==> src/rtl/product_accumulator_pkg.sv <==
// Shared types and constants for the product accumulator.
// SATURATE_EN selects clamping of out_sum instead of wrapping.
package product_accumulator_pkg;

  localparam int PROD_W_DEF  = 128;
  localparam int GUARD_W_DEF = 8;
  localparam int CNT_W_DEF   = 8;

  localparam logic [PROD_W_DEF-1:0] PROD_MAX =
    {1'b0, {(PROD_W_DEF-1){1'b1}}};
  localparam logic [PROD_W_DEF-1:0] PROD_MIN =
    {1'b1, {(PROD_W_DEF-1){1'b0}}};

  typedef enum logic [1:0] {
    IDLE  = 2'd0,
    ACCUM = 2'd1,
    HOLD  = 2'd2
  } state_e;

endpackage

==> src/rtl/product_accumulator_acc_clamp.sv <==
// ACC_W to PROD_W signed range check with wrap or clamp.
// SATURATE_EN defined: out-of-range sums clamp to the signed limits.
module acc_clamp #(
  parameter int PROD_W  = 128,
  parameter int GUARD_W = 8,
  parameter int ACC_W   = PROD_W + GUARD_W
) (
  input  logic [ACC_W-1:0]  acc,
  output logic [PROD_W-1:0] sum,
  output logic              ovf
);

  localparam logic [PROD_W-1:0] SMAX =
    {1'b0, {(PROD_W-1){1'b1}}};
  localparam logic [PROD_W-1:0] SMIN =
    {1'b1, {(PROD_W-1){1'b0}}};

  logic [GUARD_W:0] hi;

  // in range only when guard bits and PROD_W sign bit agree
  assign hi  = acc[ACC_W-1:PROD_W-1];
  assign ovf = ~((&hi) | ~(|hi));

`ifdef SATURATE_EN
  always_comb begin
    sum = acc[PROD_W-1:0];
    if (ovf) sum = acc[ACC_W-1] ? SMIN : SMAX;
  end
`else
  assign sum = acc[PROD_W-1:0];
`endif

endmodule

==> src/rtl/product_accumulator.sv <==
// Streams signed products into a wide accumulator and emits
// the sum, term count and overflow flag on the last beat.
module product_accumulator
  import product_accumulator_pkg::*;
#(
  parameter int PROD_W  = PROD_W_DEF,
  parameter int GUARD_W = GUARD_W_DEF,
  parameter int CNT_W   = CNT_W_DEF
) (
  input  logic              clk,
  input  logic              rst_n,
  input  logic              clr,
  input  logic              in_valid,
  output logic              in_ready,
  input  logic [PROD_W-1:0] in_product,
  input  logic              in_last,
  output logic              out_valid,
  input  logic              out_ready,
  output logic [PROD_W-1:0] out_sum,
  output logic [CNT_W-1:0]  out_count,
  output logic              out_ovf
);

  localparam int ACC_W = PROD_W + GUARD_W;
  localparam logic [CNT_W-1:0] CNT_MAX = {CNT_W{1'b1}};

  state_e             state;
  logic [ACC_W-1:0]   acc;
  logic [ACC_W-1:0]   acc_base;
  logic [ACC_W-1:0]   acc_nxt;
  logic [CNT_W-1:0]   cnt;
  logic [CNT_W-1:0]   cnt_nxt;
  logic               cnt_sat;
  logic               sat_nxt;
  logic               accept;
  logic [PROD_W-1:0]  fin_sum;
  logic               fin_ovf;

  assign in_ready = (state != HOLD);
  assign accept   = in_valid & in_ready;

  // IDLE starts a fresh sum regardless of stale acc/cnt
  assign acc_base = (state == IDLE) ? '0 : acc;
  assign acc_nxt  = acc_base +
    {{GUARD_W{in_product[PROD_W-1]}}, in_product};

  always_comb begin
    cnt_nxt = cnt + 1'b1;
    sat_nxt = cnt_sat;
    if (state == IDLE) begin
      cnt_nxt = CNT_W'(1);
      sat_nxt = 1'b0;
    end else if (cnt == CNT_MAX) begin
      cnt_nxt = cnt;
      sat_nxt = 1'b1;
    end
  end

  acc_clamp #(
    .PROD_W  (PROD_W),
    .GUARD_W (GUARD_W),
    .ACC_W   (ACC_W)
  ) u_clamp (
    .acc (acc_nxt),
    .sum (fin_sum),
    .ovf (fin_ovf)
  );

  always_ff @(posedge clk or negedge rst_n) begin
    if (!rst_n) begin
      state     <= IDLE;
      acc       <= '0;
      cnt       <= '0;
      cnt_sat   <= 1'b0;
      out_valid <= 1'b0;
      out_sum   <= '0;
      out_count <= '0;
      out_ovf   <= 1'b0;
    end else begin
      unique case (state)
        IDLE, ACCUM: begin
          if (clr) begin
            state   <= IDLE;
            acc     <= '0;
            cnt     <= '0;
            cnt_sat <= 1'b0;
          end else if (accept) begin
            if (in_last) begin
              out_sum   <= fin_sum;
              out_count <= cnt_nxt;
              out_ovf   <= sat_nxt | fin_ovf;
              out_valid <= 1'b1;
              state     <= HOLD;
              acc       <= '0;
              cnt       <= '0;
              cnt_sat   <= 1'b0;
            end else begin
              acc     <= acc_nxt;
              cnt     <= cnt_nxt;
              cnt_sat <= sat_nxt;
              state   <= ACCUM;
            end
          end
        end
        HOLD: begin
          if (clr || out_ready) begin
            out_valid <= 1'b0;
            state     <= IDLE;
          end
        end
        default: begin
          state     <= IDLE;
          out_valid <= 1'b0;
        end
      endcase
    end
  end

endmodule

==> config.mk <==
export PLATFORM = sky130hd
export DESIGN_NAME = product_accumulator
export DESIGN_NICKNAME = d
export VERILOG_FILES = /design/src/rtl/product_accumulator_pkg.sv /design/src/rtl/product_accumulator_acc_clamp.sv /design/src/rtl/product_accumulator.sv
export SDC_FILE = /design/constraint.sdc
export NUM_CORES = 1
export LEC_CHECK = 0
export ABC_AREA = 1
export BUFFER_PORTS_ARGS = -buffer_cell sky130_fd_sc_hd__buf_2
export CAP_MARGIN = 20
export CELL_PAD_IN_SITES_DETAIL_PLACEMENT = 0
export CELL_PAD_IN_SITES_GLOBAL_PLACEMENT = 1
export CORE_AREA = 2 2 237 262
export CTS_CLUSTER_DIAMETER = 60
export DETAILED_ROUTE_END_ITERATION = 10
export DIE_AREA = 0 0 239 264
export PLACE_DENSITY_LB_ADDON = 0.1
export SLEW_MARGIN = 20
export SYNTH_ARGS = -nofsm -noshare
export SYNTH_HDL_FRONTEND = slang
export SYNTH_SLANG_ARGS = --single-unit
==> constraint.sdc <==
create_clock -name clk -period 3.89 [get_ports clk]
set_input_delay 0.5835 -clock clk [delete_from_list [all_inputs] [get_ports clk]]
set_output_delay 0.5835 -clock clk [all_outputs]
set_load 0.005 [all_outputs]
==> qor.txt, run 1 <==
crit path DAT: 4.11 ns
top post-synthesis cells by area: dfrtp_1, nand2_1, inv_1
# placed instances: 4626
die area: 0.0631 mm^2
YS warnings: 0
HPWL after DPL: 79900 um
layout cells sized above 1: 0.186
CTS Buf Count: 35
Crit-path slowest cell: dfrtp_1
worst vdd ir: 352 uV
CTS H-tree lvls: 2
DRT Wirelength: 96500 um
Place WS: -0.0966 ns
crit path kind: flip-flop to flip-flop
fin nets: 4163
static leakage: 0.0135 uW
XOR/XNOR Fraction of Synth Area: 0.0396
Seq/Total Area, Yosys: 0.313
Max FO, Critical Path: 17
Max-Cap Viols: 0
remaining global-route overflow: 0
Achievable Freq: 0.269 GHz
most frequent cells in the layout: nand2_1, inv_1, nor2_1
first-pass GRT wire length: 145000 um
CP most frequent cell: nand2_1
Max clock buf depth: 3
R2R Setup Slk: 0.18 ns
Die H: 264 um
multiplexer share of the synthesized area: 0
Avg WL per Cell: 20.6 um
Starting DRT DRC Count: 1519
CP endpoint kind: flip-flop
setup tns final: 0 ns
FF-to-FF Start: state[1]
first-pass iteration count of the detailed router: 5
slowest stage delay, CP: 0.41 ns
fin cells: 4691
status: finished clean
commonest non-fill, non-tap cell in the layout: nand2_1
floorplan die width: 239 um
period utilisation layout: 0.955
Initial Util: 0.376
synthesis-stage register bit count: 285
post-synthesis simple-gate area fraction: 0.297
vias in the first global route: 24.5k
syn nets: 3729
post-route ant nets: 0
Critical Path Start Type: flip-flop
placed cell area: 0.0264 mm^2
Synth Flop Type: dfrtp_1
clk sinks: 285
Max-slew headroom: 0.366
Async SR Flop Fraction: 1.00
residual DRC count: 0
EDFF count, synth: 0
post-route setup slack: 0.176 ns
critical path data required time: 4.29 ns
Fin. Hold Viols: 0
Compound-Gate Fraction of Synth Area: 0.171
largest net degree at the start of global routing: 237
worst-path cell chain: nor2_4 -> buf_4 -> buf_12 -> nor2_1 -> ha_1 -> nand2_1 -> inv_1 -> a21oi_2 -> inv_1 -> a21oi_1 -> nand2_1 -> nand2_1 -> nand3_2 -> nand2_1 -> nand2_2 -> nand2_1 -> nand2_2 -> nand4_1 -> buf_4 -> nand2_1 -> or2_2 -> nand3_1 -> o21ai_0
gr usage total: 0.302
Avg Inst Size Synth: 6.59 um^2
worst reg-to-reg path cell count: 23
Reg clk slew, reported paths: 0.06 ns
post-synthesis adder-cell area fraction: 0.0756
Clock Skews: 0.0173 ns
Core Box Area: 0.0606 mm^2
Final Slew Violations: 0
post-synthesis instance total: 3458
mapped cell area: 0.0228 mm^2
num rows: 95
root buffer cell: clkbuf_16
I/O pins: 273
Final setup viols: 0
share of the synthesized area in the top cell type: 0.313
r2r endpoint: acc[121]
Antenna Cells: 0
CTS tree: built
Tightest Pin Transition: 0.952 ns
largest area contributor in the netlist: dfrtp_1
Layout Area Growth over Synthesis: 22.3%
Vias: 23.9k
PD cells: 348 mW/mm^2
initial antenna violation count: 1
Fillers: 6499
hold bufs inserted after CTS: 0
Via density: 5.09
fin area: 0.0279 mm^2
worst skew pair latency: 0.56 ns
number of distinct library cells after synthesis: 51
worst min-delay path class: input port to asynchronous set/reset pin
Tmin final: 3.71 ns
IO Port Bufs: 272
Pwr Total: 9700 uW
GPL Wtd Cong: 1.00
largest family of logic cells by synthesized area: simple AND/OR/NAND/NOR gates
-- synth_stat cells, drive strengths merged (2+ instances only) --
library cell and number:
nand4 12, dfrtp 285, o221ai 3, xnor2 64, o21a 13, o21bai 24
xor2 39, nand3 119, o22ai 114, nand3b 14, clkbuf 65, o211ai 11
nand2 867, a21o 3, inv 549, or2 19, buf 10, a21oi 243
a21boi 6, nor3 22, nor2 555, ha 136, o311ai 2, a31oi 14
and2 4, o21ai 258
-- stage by stage --
| step | util | hold WS, ns |
|---|---|---|
| after floorplan | - | 0.288 |
| final | 0.460 | 0.0997 |
| after global placement | 0.436 | 0.462 |
| after CTS | 0.456 | 0.121 |
| after detailed placement | 0.436 | 0.462 |
| after global routing | 0.460 | 0.167 |
-- cell type report --
cell class              instances  area, um^2  area share
clock inverters                12         126     0.00454
repair buffers                472        2990       0.107
flip-flops and latches        285        7130       0.256
inverters                     549        2060      0.0740
clock buffers                  48        1060      0.0379
multi-input cells            2549       13500       0.485
well taps                     776         971      0.0348
-- routing by layer --
metal,up-vias,part of all wire,GRT usage
li1,11900,-,-
met1,11400,0.44,0.385
met2,504,0.49,0.540
met3,123,0.033,0.0271
met4,2,0.030,0.0848
met5,-,0.00018,0
-- state kept, by name (all words and copies together) (netlist names) --
name and cells:
out_sum 128, cnt_sat 1, out_valid 1, state 2, acc 136, out_ovf 1, out_count 8, cnt 8
-- worst max-delay path: cells and delay by family, from the launching register on --
family | cells | cell delay (ns)
AOI/OAI and AO/OA | 3 | 0.44
adders and majority gates | 1 | 0.34
buffers and inverters | 5 | 0.56
DFF | 1 | 0.41
and+or+nand+nor | 14 | 1.80
-- where the power goes --
group | leakage, uW | internal, uW | switching (uW) | total, uW
clock | 0.000590 | 2040 | 1360 | 3400
sequential | 0.00372 | 3410 | 221 | 3630
combinational | 0.00923 | 1020 | 1650 | 2670
-- cells by family after synthesis --
group           after synthesis
simple gates               1615
flops                       285
buf+inv                     624
xor+xnor                    103
compound gates              694
fa+ha+maj                   137
-- worst max-delay path by stage --
stage / from / to / slack [ns] / cells past startpoint
3_5_place_dp: state[1] / acc[109] / -0.1 / 17
5_1_grt: state[1] / out_ovf / -0.009 / 29
6_report: state[1] / acc[121] / 0.18 / 23
4_1_cts: state[1] / acc[105] / 0.02 / 17
2_1_floorplan: state[1] / acc[112] / 0.64 / 24
3_3_place_gp: state[1] / acc[109] / -0.13 / 17
-- timing repair --
item,in CTS,in global routing
setup endpoints to repair,4,57
gates resized for setup,3,47
setup buffers,0,4
gates cloned,0,1
pin swaps,0,2
Note: power is estimated with default switching activity, not from simulation.
==> inputs of run 2 (changes only) <==
==> constraint.sdc (replaced) <==
create_clock -name clk -period 3.9 [get_ports clk]
set_input_delay 0.585 -clock clk [delete_from_list [all_inputs] [get_ports clk]]
set_output_delay 0.585 -clock clk [all_outputs]
set_load 0.005 [all_outputs]
==> qor.txt, run 2 (synthesis gave the netlist of run 1 again) <==
Max clock buf depth: 3
Fin. Hold Viols: 0
Top reg by flops: acc
most frequent cells in the layout: nand2_1, inv_1, nor2_1
Max FO, Critical Path: 21
die area: 0.0631 mm^2
Antenna Cells: 0
Reg clk slew, reported paths: 0.06 ns
first-pass GRT wire length: 141000 um
r2r endpoint: out_sum[98]
Max-slew headroom: 0.396
Max Used Layer: met5
hold slack: 0.0167 ns
CP Depth: 16
first-pass iteration count of the detailed router: 5
layout cells sized above 1: 0.186
fin nets: 4152
static leakage: 0.0136 uW
worst reg-to-reg path cell count: 16
Max-Cap Viols: 0
biggest regs: acc x136, out_sum x128
post-route setup slack: 0.122 ns
worst min-delay path class: input port to asynchronous set/reset pin
Core Box Area: 0.0606 mm^2
floorplan die width: 239 um
Tightest Pin Transition: 0.906 ns
gr usage total: 0.293
post-route ant nets: 0
largest net degree at the start of global routing: 140
RSZ-0062 raised after global routing: yes
Final setup viols: 0
clk sinks: 285
CP endpoint kind: flip-flop
Fillers: 6539
period utilisation layout: 0.969
CTS Buf Count: 38
Place WS: -0.0484 ns
Initial Util: 0.376
Top Family by Delay on Critical Path: compound AO/OA/AOI/OAI gates
HPWL after DPL: 79100 um
WP buf/inv: 5
Clock Skews: 0.0168 ns
CP most frequent cell: buf_4
max reg flops: 136
CTS H-tree lvls: 2
residual DRC count: 0
metal3 WL: 3450 um
CTS tree: built
Crit-path slowest cell: dfrtp_1
commonest non-fill, non-tap cell in the layout: nand2_1
Layout Area Growth over Synthesis: 22.8%
Vias: 23.7k
status: finished clean
critical path data required time: 4.31 ns
Starting DRT DRC Count: 1372
slowest stage delay, CP: 0.41 ns
Finished Core Util: 0.461
Final Slew Violations: 0
Critical Path Start Type: flip-flop
met2 routed WL: 46400 um
crit path kind: flip-flop to flip-flop
vias in the first global route: 24.3k
root buffer cell: clkbuf_16
crit path DAT: 4.19 ns
Tmin final: 3.78 ns
DRT Wirelength: 93800 um
R2R Setup Slk: 0.12 ns
M1 WL: 40900 um
worst vdd ir: 409 uV
remaining global-route overflow: 0
FF-to-FF Start: state[0]
PD cells: 359 mW/mm^2
Avg WL per Cell: 20.0 um
IO Port Bufs: 272
GPL Wtd Cong: 0.999
initial antenna violation count: 2
Via density: 5.06
I/O pins: 273
worst-path cell chain: nor2_4 -> buf_4 -> buf_12 -> buf_4 -> nor2_1 -> ha_1 -> a21oi_1 -> o21ai_0 -> o21bai_1 -> a21oi_1 -> nand2_1 -> a31oi_1 -> buf_4 -> buf_4 -> xor2_1 -> o21ai_0
worst skew pair latency: 0.57 ns
Die H: 264 um
num rows: 95
Achievable Freq: 0.265 GHz
==> run 2: cell count changes in the layout (fill, tap and decap cells not counted), moves of 4 or more <==
cell,delta
buf_4,-15
nor2_1,-5
nor2_2,+5
clkinv_8,+4
==> run 2: through the flow <==
| stage | cells | area [um^2] | power (uW) | setup TNS (ns) |
|---|---|---|---|---|
| floorplan | 3458 | 22800 | 5070 | 0 |
| global placement | 4611 | 26300 | 6260 | -0.0585 |
| detailed placement | 4611 | 26300 | 6290 | -0.163 |
| CTS | 4681 | 27700 | 10100 | 0 |
| global route | 4687 | 28000 | 10600 | -0.354 |
| finish | 4687 | 28000 | 10000 | 0 |
==> run 2: area by class of cell <==
type | instances | area, um^2 | share of cell area
clock buffer | 48 | 1050 | 0.0375
multi-input combinational | 2549 | 13500 | 0.484
timing repair buffer | 458 | 2890 | 0.103
inverter | 549 | 2060 | 0.0737
clock inverter | 22 | 319 | 0.0114
tap | 776 | 971 | 0.0347
sequential | 285 | 7130 | 0.255
==> run 2: worst max-delay path by stage <==
stage             start     endpoint  slack, ns
2_1_floorplan  state[1]     acc[112]       0.65
3_3_place_gp   state[1]     acc[121]      -0.03
3_5_place_dp   state[1]     acc[121]      -0.05
4_1_cts        state[1]      acc[93]       0.03
5_1_grt        state[0]      out_ovf      -0.12
6_report       state[0]  out_sum[98]       0.12
==> run 2: layer usage <==
metal	track usage	vias to the layer above
met5	0	-
met4	0.0868	2
met3	0.0284	125
met1	0.370	11200
li1	-	11900
met2	0.526	528
==> run 2: where the power goes <==
group          leakage, uW  total, uW  internal [uW]  switching (uW)
combinational      0.00917       2660           1020            1640
sequential         0.00372       3620           3400             218
clock             0.000672       3770           2290            1490
==> run 2: what timing repair did <==
action / 4_1_cts / 5_1_grt
setup endpoints to repair: 7 / 46
hold buffers: 0 / 0
pin swaps: 0 / 4
buffers inserted: 0 / 5
cloned: 0 / 1
resized for setup: 5 / 54
==> inputs of run 3 (changes only) <==
==> constraint.sdc (replaced) <==
create_clock -name clk -period 3.06 [get_ports clk]
set_input_delay 0.459 -clock clk [delete_from_list [all_inputs] [get_ports clk]]
set_output_delay 0.459 -clock clk [all_outputs]
set_load 0.005 [all_outputs]
==> qor.txt, run 3 (synthesis gave the netlist of run 1 again) <==
status: finished with violations
failing checks: setup timing
fin cells: 5285
switch share: 0.332
Final Slew Violations: 0
gr usage total: 0.317
Max FO, Critical Path: 6
first-pass iteration count of the detailed router: 5
period utilisation layout: 1.17
combinational share of power: 0.323
setup tns final: -49.94 ns
residual DRC count: 0
clk sinks: 285
Internal Power: 8970 uW
PD cells: 392 mW/mm^2
crit path kind: flip-flop to flip-flop
biggest regs: acc x136, out_sum x128
vias in the first global route: 27.1k
Reg clk slew, reported paths: 0.06 ns
Die H: 264 um
Fillers: 6019
worst min-delay path class: input port to flip-flop
critical path data required time: 3.47 ns
Clock Skews: 0.0251 ns
Via density: 4.98
floorplan die width: 239 um
remaining global-route overflow: 0
largest net degree at the start of global routing: 138
root buffer cell: clkbuf_16
IO Port Bufs: 272
first-pass GRT wire length: 153000 um
sequential power share: 0.342
I/O pins: 273
DRT Wirelength: 102000 um
switching pwr: 4450 uW
HPWL after DPL: 84500 um
Max-Cap Viols: 0
initial antenna violation count: 1
Core Box Area: 0.0606 mm^2
fin nets: 4752
worst vdd ir: 497 uV
num rows: 95
Fin. Hold Viols: 0
commonest non-fill, non-tap cell in the layout: buf_4
Top reg by flops: acc
Layout Area Growth over Synthesis: 50.1%
Initial Util: 0.376
CTS tree: built
static leakage: 0.0168 uW
Vias: 26.3k
die area: 0.0631 mm^2
GPL Wtd Cong: 0.984
CTS Buf Count: 36
crit path DAT: 4.00 ns
Clock Power Share: 0.335
Tightest Pin Transition: 0.794 ns
layout cells sized above 1: 0.365
Critical Path Start Type: flip-flop
Max clock buf depth: 3
max reg flops: 136
CP endpoint kind: flip-flop
Avg WL per Cell: 19.4 um
Tmin final: 3.59 ns
most frequent cells in the layout: buf_4, nand2_1, inv_1
RSZ-0062 raised after global routing: yes
post-route setup slack: -0.528 ns
Final setup viols: 183
post-route ant nets: 0
Starting DRT DRC Count: 1421
CTS H-tree lvls: 2
Achievable Freq: 0.279 GHz
# placed instances: 5164
worst skew pair latency: 0.57 ns
Max-slew headroom: 0.470
run 3: worst paths after layout:
path,cells after the start,from,end,slack [ns]
max in group asynchronous,3,rst_n,acc[135],1.72
worst max-delay path,21,state[0],acc[103],-0.53
worst min-delay path,4,out_ready,out_valid,0.19
worst max register to register,21,state[0],acc[103],-0.53
worst min register to register,2,out_sum[121],out_sum[121],0.48
min in group asynchronous,2,rst_n,out_sum[10],0.53
run 3: power by group through the flow:
| stage | Combinational, uW | Clock, uW | Sequential [uW] |
|---|---|---|---|
| 2_1_floorplan | 1800 | 0 | 4670 |
| 3_3_place_gp | 3880 | 0 | 4630 |
| 3_5_place_dp | 3910 | 0 | 4650 |
| 4_1_cts | 4120 | 4590 | 4590 |
| 5_1_grt | 4730 | 4730 | 4650 |
| 6_report | 4330 | 4490 | 4590 |
run 3: what timing repair did:
item,CTS,global route
hold buffers,1,0
gates cloned,2,3
resized for setup,269,251
buffers inserted,23,26
endpoints found under the hold margin,70,0
pin swaps,46,50
endpoints found under the setup margin,185,212
run 3: through the flow:
step	power, uW	worst slack [ns]	area (um^2)	hold WS [ns]	utilization
after floorplan	6470	0.0164	22800	0.163	-
after global placement	8510	-0.798	30500	0.459	0.503
after detailed placement	8560	-0.788	30500	0.461	0.503
after CTS	13300	-0.501	33000	0.164	0.545
after global routing	14100	-0.735	34200	0.209	0.564
final	13400	-0.528	34200	0.193	0.564
run 3: final cells by class:
| type | count | area [um^2] | share of cell area |
|---|---|---|---|
| Multi-Input combinational cell | 2549 | 15200 | 0.443 |
| Clock inverter | 17 | 236 | 0.00692 |
| Sequential cell | 285 | 7130 | 0.209 |
| Clock buffer | 48 | 1030 | 0.0300 |
| Timing Repair Buffer | 1060 | 7600 | 0.222 |
| Antenna cell | 1 | 2.50 | 0.0000732 |
| Tap cell | 776 | 971 | 0.0284 |
| Inverter | 549 | 2060 | 0.0603 |
run 3: worst max-delay path, cell delays in order, from the launching register on:
cell and delay (ns):
dfrtp_1 0.40, nor2_4 0.13, buf_12 0.17, buf_16 0.17, buf_6 0.13, nor2_1 0.04
ha_1 0.36, nand2_1 0.16, nor2_1 0.06, inv_1 0.12, nor2_1 0.07, nor2_2 0.18
buf_4 0.15, o21bai_4 0.06, a21oi_2 0.14, nand2_2 0.10, a21oi_4 0.26, o21bai_1 0.13
buf_4 0.17, or2_1 0.24, nand3_1 0.07, o21ai_0 0.09
run 3: per-layer routing:
layer	GRT usage	vias to the layer above	share of wire	wire length, um
met3	0.0298	220	0.035	3600
met2	0.592	619	0.52	52700
met4	0.131	0	0.052	5320
met5	0	-	0	0
li1	-	13100	-	-
met1	0.366	12400	0.40	40700
